## src/rtl/fifo_pkg.sv

```systemverilog
// fifo_pkg: pointer width helper and Gray-code utilities shared by both FIFO clock domains
package fifo_pkg;

    function automatic int ptr_w(input int depth);
        return depth + 1;
    endfunction

    function automatic logic [31:0] bin2gray(input logic [31:0] b);
        return b ^ (b >> 1);
    endfunction

    function automatic logic [31:0] gray2bin(input logic [31:0] g);
        logic [31:0] b;
        b[31] = g[31];
        for (int i = 30; i >= 0; i--) b[i] = b[i+1] ^ g[i];
        return b;
    endfunction

    // A write pointer equals this value exactly when it is one full lap ahead of g.
    function automatic logic [31:0] full_cmp(input logic [31:0] g, input int w);
        return g ^ (32'd3 << (w - 2));
    endfunction

endpackage

```

## src/rtl/fifo_wptr_full_sync_r2w.sv

```systemverilog
// sync_r2w: multi-flop synchroniser bringing the read-domain Gray pointer into w_clk
module sync_r2w
    import fifo_pkg::*;
#(
    parameter int WIDTH       = 5,
    parameter int SYNC_STAGES = 2
) (
    input  logic             w_clk,
    input  logic             wrst_n,
    input  logic [WIDTH-1:0] ptr,
    output logic [WIDTH-1:0] synced
);
    logic [WIDTH-1:0] stage [SYNC_STAGES];

    // shift the pointer through the flop chain; reset clears every stage
    always_ff @(posedge w_clk) begin
        if (!wrst_n) begin
            for (int i = 0; i < SYNC_STAGES; i++) stage[i] <= '0;
        end else begin
            stage[0] <= ptr;
            for (int i = 1; i < SYNC_STAGES; i++) stage[i] <= stage[i-1];
        end
    end

    assign synced = stage[SYNC_STAGES-1];

endmodule

```

## src/rtl/fifo_wptr_full.sv

```systemverilog
// fifo_wptr_full: write-domain pointer, RAM address, full/almost-full/level and sticky overflow
module fifo_wptr_full
    import fifo_pkg::*;
#(
    parameter int MEMORY_DEPTH       = 4,
    parameter int ALMOST_FULL_THRESH = 14,
    parameter int SYNC_STAGES        = 2
) (
    input  logic                    w_clk,
    input  logic                    wrst_n,
    input  logic                    w_en,
    input  logic [MEMORY_DEPTH:0]   r_ptr,
    output logic                    w_full,
    output logic                    w_almost_full,
    output logic                    w_overflow,
    output logic [MEMORY_DEPTH:0]   w_ptr,
    output logic [MEMORY_DEPTH-1:0] w_addr,
    output logic [MEMORY_DEPTH:0]   w_level
);
    localparam int PTR_W = ptr_w(MEMORY_DEPTH);
    localparam logic [PTR_W-1:0] DEPTH  = PTR_W'(1 << MEMORY_DEPTH);
    localparam logic [PTR_W-1:0] AF_LVL = PTR_W'(ALMOST_FULL_THRESH);

    if (SYNC_STAGES < 2) begin : g_bad_sync
        $error("SYNC_STAGES must be at least 2");
    end
    if (ALMOST_FULL_THRESH < 1 || ALMOST_FULL_THRESH > (1 << MEMORY_DEPTH)) begin : g_bad_thresh
        $error("ALMOST_FULL_THRESH out of range");
    end

    logic [PTR_W-1:0] w_bin, w_bnext, w_gnext, wq_rptr, wq_rbin, level_next;
    logic             wr_ok, full_next;

    sync_r2w #(.WIDTH(PTR_W), .SYNC_STAGES(SYNC_STAGES)) u_sync (
        .w_clk  (w_clk),
        .wrst_n (wrst_n),
        .ptr    (r_ptr),
        .synced (wq_rptr)
    );

    // next pointer values and flags, all judged against the already-synchronised read pointer
    always_comb begin
        wr_ok      = w_en & ~w_full;
        w_bnext    = w_bin + PTR_W'(wr_ok);
        w_gnext    = PTR_W'(bin2gray(32'(w_bnext)));
        wq_rbin    = PTR_W'(gray2bin(32'(wq_rptr)));
        full_next  = w_gnext == PTR_W'(full_cmp(32'(wq_rptr), PTR_W));
        level_next = w_bnext - wq_rbin;
    end

    assign w_addr = w_bin[MEMORY_DEPTH-1:0];

    // register pointers and flags from next-state so full rises on the edge that fills the last slot
    always_ff @(posedge w_clk) begin
        if (!wrst_n) begin
            w_bin         <= '0;
            w_ptr         <= '0;
            w_full        <= 1'b0;
            w_almost_full <= 1'b0;
            w_overflow    <= 1'b0;
            w_level       <= '0;
        end else begin
            w_bin         <= w_bnext;
            w_ptr         <= w_gnext;
            w_full        <= full_next;
            w_almost_full <= level_next >= AF_LVL;
            w_overflow    <= w_overflow | (w_en & w_full);
            w_level       <= level_next;
        end
    end

    a_full_level: assert property (@(posedge w_clk) disable iff (!wrst_n) w_full |-> w_level == DEPTH);

endmodule

```

## config.mk

```make
export PLATFORM = sky130hd
export DESIGN_NAME = fifo_wptr_full
export DESIGN_NICKNAME = d
export VERILOG_FILES = /design/src/rtl/fifo_pkg.sv /design/src/rtl/fifo_wptr_full_sync_r2w.sv /design/src/rtl/fifo_wptr_full.sv
export SDC_FILE = /design/constraint.sdc
export NUM_CORES = 1
export LEC_CHECK = 0
export CAP_MARGIN = 20
export CORE_AREA = 2 2 65 67
export CTS_CLUSTER_DIAMETER = 40
export DETAILED_ROUTE_END_ITERATION = 7
export DIE_AREA = 0 0 67 69
export PLACE_DENSITY = 0.62
export SYNTH_ARGS = -nofsm -noshare
export SYNTH_HDL_FRONTEND = slang
export SYNTH_SLANG_ARGS = --single-unit
```

## constraint.sdc

```tcl
create_clock -name w_clk -period 3.64 [get_ports w_clk]
set_input_delay 0.91 -clock w_clk [delete_from_list [all_inputs] [get_ports w_clk]]
set_output_delay 0.91 -clock w_clk [all_outputs]
set_load 0.05 [all_outputs]
```

==> flow_summary.yaml, run 1 <==
finish:
  drive_above_1_share: 0.0725
  area_delta_synth_final_pct: 30.8
  nets: 154
  fill_cells: 399
  layout.area.seq_um2: 541
  finalNonFillerCells: 188
  multi_input_area_um2: 581
  antenna_cells: 0
  fin_util: 0.387
logic_synthesis:
  ys_warn_count: 0
  avgSynthCellArea_um2: 10.5
  synth-seq-cells: 27
  yosys.area.top_type: "dfxtp_1"
  syn-num-nets: 125
  synth_cell_types: 22
  synthAdderAreaFrac: 0.0821
  synthFlopType: "dfxtp_1"
  synthMuxAreaShare: 0.00864
  synth_top_area_frac: 0.467
  synth-compound-area-share: 0.0562
  synthXorXnorAreaFrac: 0.178
  synth_most_common_cell: "dfxtp_1"
  synth_top_family_by_area: "XOR/XNOR gates"
  synth_common_cells: "dfxtp_1, and2_1, xnor2_1"
  syn_inst: 110
  yosysSeqAreaShare: 0.467
  synth-edff-count: 0
  syn-cell-area_um2: 1160
  synth-simple-area-share: 0.176
  synthArstFlopShare: 0
  synth_area_leaders: "dfxtp_1, and2_1, xnor2_1, ha_1, xor2_1"
place:
  hpwl_um: 1460
  place_congestion: 0.720
  dp_cells: 184
  port_buffers: 24
global_route:
  grt_pass1_wl_um: 3600
  grt_max_degree: 28
  gr-total-overflow: 0
  antenna_found_initial: 0
  grt_pass1_vias: 809
  track_usage: 0.0990
floorplanning:
  initial_core_util: 0.296
  die_area_um2: 4620
  pin_count: 25
  die-width_um: 67
  core-area_um2: 3910
  die_h_um: 69
  rows: 23
sta:
  tns_ns: 0
  layout_min_cycle_time_ns: 3.14
  rsz0062_at_grt: "false"
  whs_ns: 0.445
  fmax_mhz: 318
  slew_viol_final: 0
  hold_violations: 0
  slew_headroom: 0.536
  fin_crit_sh: 0.864
  fin_skew_ns: 0.00188
  worstMarginPinSlew_ns: 0.695
  setup_viol: 0
cts:
  numCtsBuffers: 3
  clock-sinks: 27
  path_clk_slew_ns: 0.09
  cts_setup_buffers: 0
  cts_resized: 0
  cts.path.max_buffers: 2
  clockRootBuffer: "clkbuf_8"
  clk_latency_ns: 0.27
  cts_tree: "done"
  ctsHtreeMaxLevel: 1
  ctsHoldBuffers: 0
worst_hold_path:
  min_path_type: "register to register"
worst_setup_path:
  crit_path_end_kind: "register"
  crit_required_ns: 3.81
  crit_slowest_cell: "clkdlybuf4s50_1"
  cp-start-kind: "primary input"
  worstSetupPathType: "primary input to register"
  arrival_ns: 3.31
  crit_family: "buffers and inverters"
  path_cells: "clkdlybuf4s50_1, nor2b_1, ha_1, nand2_1, xor2_1, inv_1, ha_1, a21o_1, a21oi_1, xor2_1, a32o_1"
  critPathBufInv: 2
  path_max_fanout: 4
  max_stage_delay_ns: 0.47
power:
  p_int_w: 0.000494
  pwr-share-comb: 0.316
  p_per_area_nw_per_um2: 483
  peakVddDrop_mv: 0.201
  power_leakage_nw: 0.613
  seqPwrFrac: 0.454
  p_total_w: 0.000732
  switching_share: 0.325
  p_sw_w: 0.000238
  p_clk_frac: 0.230
run:
  drv_cap: 0
detailed_routing:
  drcViolationCount: 0
  vias: 763
  via_per_inst: 4.06
  drtAntennaViolNets: 0
  drt_iter0_drc: 12
  routed_wirelength_um: 1880
  dr.pass1.iters: 4
  avgRoutedWirePerCell_um: 10.0
outcome:
  status: "complete, no violations"
==> sequential cells by signal, indices dropped and copies added (netlist names) <==
signal	cells
w_ptr	5
u_sync.stage	10
w_level	5
w_bin	4
w_almost_full	1
w_full	1
w_overflow	1
==> power groups by stage <==
stage / Sequential (W) / Combinational (W) / Clock [W]
2_1_floorplan: 0.000414 / 0.0000897 / 0
3_3_place_gp: 0.000339 / 0.000231 / 0
3_5_place_dp: 0.000340 / 0.000232 / 0
4_1_cts: 0.000333 / 0.000234 / 0.000177
5_1_grt: 0.000336 / 0.000251 / 0.000192
6_report: 0.000332 / 0.000231 / 0.000169
==> worst register-to-register path, stage by stage, from the launching register on <==
cell and delay (ns):
dfxtp_1 0.35, xnor2_2 0.23, xor2_2 0.19, xor2_1 0.27, xnor2_1 0.11, ha_1 0.21
fa_1 0.41, inv_1 0.07, a21o_1 0.11, a21oi_1 0.07, xor2_1 0.16, a32o_1 0.22
==> worst paths after layout <==
| path | endpoint | depth (start not counted) | from | slack [ns] |
|---|---|---|---|---|
| max | w_almost_full | 11 | w_en | 0.50 |
| min | u_sync.stage[0][6] | 1 | u_sync.stage[0][1] | 0.44 |
| max reg2reg | w_almost_full | 11 | u_sync.stage[0][9] | 1.14 |
| min reg2reg | u_sync.stage[0][6] | 1 | u_sync.stage[0][1] | 0.44 |
==> metal layers <==
| metal | global-route usage | vias to the layer above | wire length [um] |
|---|---|---|---|
| met5 | 0 | - | 0 |
| met4 | 0.0340 | 0 | 27 |
| met3 | 0.0294 | 2 | 99 |
| met2 | 0.164 | 16 | 909 |
| met1 | 0.119 | 344 | 845 |
| li1 | - | 401 | - |
==> layout make-up <==
cell class | count | area share
inverter | 8 | 0.0198
clock inverter | 1 | 0.00330
sequential | 27 | 0.357
multi-input combinational | 73 | 0.383
timing repair buffer | 26 | 0.168
clock buffer | 3 | 0.0273
tap | 50 | 0.0413
==> cells in the final DEF, fill, tap and decap left out <==
cell	n
nand3_1	2
nor2_1	1
a21boi_0	1
nand4_1	1
xnor2_1	13
nor2b_1	5
xnor2_2	1
o211ai_1	1
dfxtp_1	27
xor2_1	5
buf_4	2
inv_1	8
xor2_2	2
a32o_1	1
mux2i_1	1
a21o_1	2
clkinv_2	1
ha_1	6
nor3_2	1
fa_1	1
nand2_1	3
clkbuf_8	3
a21oi_1	5
clkdlybuf4s50_1	24
and2_1	21
==> kinds of logic after synthesis <==
logic type      after synthesis
simple gates                 34
flops                        27
xor+xnor                     21
compound gates               10
buf+inv                      10
fa+ha+maj                     7
mux                           1
==> stage by stage <==
step | cell area, um2 | setup slack (ns)
2_1_floorplan | 1160 | 0.846
3_3_place_gp | 1470 | 0.323
3_5_place_dp | 1470 | 0.227
4_1_cts | 1520 | 0.508
5_1_grt | 1520 | 0.227
6_report | 1520 | 0.497
Note: power is estimated with default switching activity, not from simulation.
==> run 2: changes to the inputs <==
- clock period: 3.64 -> 4.1 ns (I/O delays scaled with it)
==> run 2 against run 1 <==
Effect of this change:
- first-iteration DRC count unchanged
- largest power group unchanged
- critical path type unchanged
- final area down 1.1%
- worst hold slack worse by 0.011 ns
- critical endpoint unchanged
==> flow_summary.yaml, run 2 (synthesis results as in run 1) <==
outcome:
  status: "complete, no violations"
sta:
  slew_headroom: 0.542
  hold_violations: 0
  fin_crit_sh: 0.805
  rsz0062_at_grt: "false"
  fmax_mhz: 303
  whs_ns: 0.433
  tns_ns: 0
  setup_viol: 0
  layout_min_cycle_time_ns: 3.30
  fin_skew_ns: 0.00640
  slew_viol_final: 0
  worstMarginPinSlew_ns: 0.685
finish:
  regMostFlops: "u_sync.stage"
  largest_reg_flops: 10
  area_delta_synth_final_pct: 29.4
  reg.largest.list: "u_sync.stage x10, w_level x5, w_ptr x5"
  nets: 152
  final_cell_mix: "dfxtp_1, clkdlybuf4s50_1, and2_1"
  antenna_cells: 0
  mostFrequentLayoutCell: "dfxtp_1"
  drive_above_1_share: 0.0515
detailed_routing:
  drcViolationCount: 0
  dr.pass1.iters: 4
  vias: 780
  routed_wirelength_um: 1920
  drtAntennaViolNets: 0
  drt_iter0_drc: 12
  via_per_inst: 4.19
  avgRoutedWirePerCell_um: 10.3
global_route:
  grtUsageMet1: 0.113
  use_met3: 0.0245
  grt_pass1_vias: 769
  antenna_found_initial: 0
  track_usage: 0.0939
  gr-usage-met2: 0.151
  grt_pass1_wl_um: 3310
  gr-total-overflow: 0
  busiest_layer: "met2"
  grt_max_degree: 28
cts:
  ctsHtreeMaxLevel: 1
  cts_resized: 0
  cts.path.max_buffers: 2
  ctsHoldBuffers: 0
  clockRootBuffer: "clkbuf_8"
  path_clk_slew_ns: 0.09
  clock-sinks: 27
  clk_latency_ns: 0.28
  cts_setup_buffers: 0
  cts_tree: "done"
  numCtsBuffers: 3
place:
  port_buffers: 24
  place_congestion: 0.726
  hpwl_um: 1500
power:
  peakVddDrop_mv: 0.144
  p_per_area_nw_per_um2: 435
  power_leakage_nw: 0.601
worst_setup_path:
  cp-start-kind: "primary input"
  regToRegSetupSlack_ns: 1.58
  crit_path_end_kind: "register"
  path_max_fanout: 5
  crit_required_ns: 4.27
  worstSetupPathType: "primary input to register"
  r2r_cells: 11
  rr_endpoint: "w_almost_full"
  rr_startpoint: "u_sync.stage[0][9]"
  crit_path_end: "w_almost_full"
  crit_path_start: "w_en"
  arrival_ns: 3.47
run:
  drv_cap: 0
worst_hold_path:
  min_path_type: "register to register"
floorplanning:
  die_area_um2: 4620
  die_h_um: 69
  pin_count: 25
  core-area_um2: 3910
  rows: 23
  die-width_um: 67
  initial_core_util: 0.296
run 2: changes by cell type in the layout (fill, tap and decap cells not counted):
cell,change
clkinv_2,-1
buf_4,-2
clkbuf_1,+1
run 2: area by class of cell:
cell class                 count  area [um2]
tap                           50        62.6
multi-input combinational     73         581
clock buffer                   4        45.0
sequential                    27         541
fill                         402        2410
timing repair buffer          24         240
inverter                       8        30.0
run 2: stage by stage:
step            util  worst slack [ns]  instance area, um2  total power (W)  std cells
6_report       0.383             0.799                1500         0.000653        186
5_1_grt        0.383             0.634                1500         0.000687        186
4_1_cts        0.383             0.798                1500         0.000659        186
3_5_place_dp   0.371             0.496                1450         0.000508        182
3_3_place_gp   0.371             0.615                1450         0.000503        182
2_1_floorplan      -              1.19                1160         0.000448        110
run 2: how the worst min path moves through the flow:
stage / cells past startpoint / slack (ns) / to / from
floorplan: 1 / 0.41 / u_sync.stage[0][5] / u_sync.stage[0][0]
global placement: 1 / 0.41 / u_sync.stage[0][8] / u_sync.stage[0][3]
detailed placement: 1 / 0.42 / u_sync.stage[0][5] / u_sync.stage[0][0]
CTS: 1 / 0.44 / u_sync.stage[0][5] / u_sync.stage[0][0]
global route: 1 / 0.46 / u_sync.stage[0][6] / u_sync.stage[0][1]
finish: 1 / 0.43 / u_sync.stage[0][5] / u_sync.stage[0][0]
run 2: worst max-delay path, cell delays in order:
cell	delay, ns
clkdlybuf4s50_1	0.47
nor2b_1	0.19
ha_1	0.26
xor2_2	0.29
inv_1	0.15
fa_1	0.47
inv_1	0.07
a21o_1	0.10
a21oi_1	0.07
xor2_1	0.16
a32o_1	0.22
run 2: power by group:
group          internal (W)  switching [W]
clock             0.0000698      0.0000825
combinational     0.0000830       0.000122
sequential         0.000286     0.00000938
run 2: per-layer routing:
metal | up-vias | part of all wire
li1 | 397 | -
met1 | 360 | 0.44
met2 | 18 | 0.49
met3 | 5 | 0.043
met4 | 0 | 0.024
met5 | - | 0
==> run 3: changes to the inputs <==
- PLACE_DENSITY: 0.62 -> 0.64
- clock period: 4.1 -> 2.8 ns (I/O delays scaled with it)
==> run 3 against run 2 <==
Effect of this change:
- core utilization up 2.3 points
- worst hold slack better by 0.0066 ns
- total power rose by 49%
- wire length grew 8.0%
- via count up 3.7%
- combinational power up 56%
- die area unchanged
- highest routed layer unchanged
- largest power group unchanged
==> flow_summary.yaml, run 3 (synthesis results as in run 1) <==
outcome:
  status: "complete, no violations"
global_route:
  gr-total-overflow: 0
  antenna_found_initial: 0
  track_usage: 0.0972
  grt_pass1_wl_um: 3550
  grt_pass1_vias: 819
  grt_max_degree: 17
place:
  dp_cells: 191
  port_buffers: 24
  place_congestion: 0.808
  hpwl_um: 1620
run:
  drv_cap: 0
detailed_routing:
  dr.pass1.iters: 4
  via_per_inst: 4.13
  drtAntennaViolNets: 0
  drcViolationCount: 0
  vias: 809
  drt_iter0_drc: 12
  routed_wirelength_um: 2080
  avgRoutedWirePerCell_um: 10.6
cts:
  clockRootBuffer: "clkbuf_8"
  path_clk_slew_ns: 0.09
  clock-sinks: 27
  numCtsBuffers: 3
  cts.path.max_buffers: 2
  cts_tree: "done"
  ctsHoldBuffers: 0
  ctsHtreeMaxLevel: 1
  clk_latency_ns: 0.27
sta:
  setup_viol: 0
  slew_headroom: 0.660
  slew_viol_final: 0
  layout_min_cycle_time_ns: 2.70
  fin_skew_ns: 0.00274
  fmax_mhz: 370
  fin_crit_sh: 0.965
  tns_ns: 0
  hold_violations: 0
  worstMarginPinSlew_ns: 0.509
worst_setup_path:
  path_max_fanout: 2
  crit_required_ns: 2.97
  cp-start-kind: "primary input"
  regToRegSetupSlack_ns: 0.37
  crit_path_start: "w_en"
  worstSetupPathType: "primary input to register"
  rr_startpoint: "u_sync.stage[0][9]"
  arrival_ns: 2.87
  crit_path_end_kind: "register"
finish:
  nets: 162
  drive_above_1_share: 0.144
  largest_reg_flops: 10
  final_cell_mix: "dfxtp_1, clkdlybuf4s50_1, and2_1"
  area_delta_synth_final_pct: 37.1
  reg.largest.list: "u_sync.stage x10, w_level x5, w_ptr x5"
  mostFrequentLayoutCell: "dfxtp_1"
  regMostFlops: "u_sync.stage"
  antenna_cells: 0
  finalNonFillerCells: 196
floorplanning:
  die_h_um: 69
  die_area_um2: 4620
  die-width_um: 67
  rows: 23
  initial_core_util: 0.296
  core-area_um2: 3910
  pin_count: 25
worst_hold_path:
  min_path_type: "register to register"
  hold_start: "u_sync.stage[0][1]"
power:
  peakVddDrop_mv: 0.213
  power_leakage_nw: 0.648
  p_per_area_nw_per_um2: 610
## run 3: cell count changes in the layout (fill, tap and decap cells not counted), sizes merged
cell,delta
buf,+10
## run 3: final cells by class
class	count	area (um2)
Clock buffer	4	45.0
Fill cell	397	2320
Inverter	8	30.0
Multi-Input combinational cell	73	596
Sequential cell	27	541
Tap cell	50	62.6
Timing Repair Buffer	34	315
## run 3: path summary, 6_finish.rpt
path | cells after the start | end
worst min-delay path | 1 | u_sync.stage[0][6]
worst max register to register | 11 | w_almost_full
worst max-delay path | 11 | w_almost_full
worst min register to register | 1 | u_sync.stage[0][6]
## run 3: worst max-delay path, cell delays in order
cell and delay (ns):
clkdlybuf4s50_1 0.47, nor2b_2 0.17, ha_1 0.18, nand2_1 0.09
xor2_2 0.19, inv_1 0.10, ha_1 0.32, a21o_1 0.16
a21oi_1 0.16, xor2_1 0.10, a32o_1 0.21
## run 3: what timing repair did
| action | 4_1_cts | 5_1_grt |
|---|---|---|
| setup endpoints to repair | 0 | 3 |
| setup buffers | 0 | 1 |
| resized for setup | 0 | 4 |
## run 3: stage by stage
| stage | util | total power (W) | instance area [um2] | hold WS (ns) | setup WS (ns) |
|---|---|---|---|---|---|
| after floorplan | - | 0.000655 | 1160 | 0.412 | 0.216 |
| after global placement | 0.389 | 0.000756 | 1520 | 0.415 | -0.188 |
| after detailed placement | 0.389 | 0.000760 | 1520 | 0.421 | -0.266 |
| after CTS | 0.400 | 0.000977 | 1570 | 0.443 | 0.0223 |
| after global routing | 0.406 | 0.00102 | 1590 | 0.458 | -0.0224 |
| final | 0.406 | 0.000970 | 1590 | 0.440 | 0.0986 |
## run 3: metal layers
metal / up-vias / GRT usage / share of wire
met5: - / 0 / 0
met4: 0 / 0.0340 / 0.0048
met3: 2 / 0.0228 / 0.042
met2: 15 / 0.167 / 0.52
met1: 375 / 0.115 / 0.43
li1: 417 / - / -
## run 3: power by group
group / total, W / leakage [nW] / switching [W] / internal, W
Sequential: 0.000432 / 0.222 / 0.0000137 / 0.000418
Combinational: 0.000319 / 0.403 / 0.000181 / 0.000138
Clock: 0.000219 / 0.0228 / 0.000117 / 0.000102
Total: 0.000970 / 0.648 / 0.000312 / 0.000658
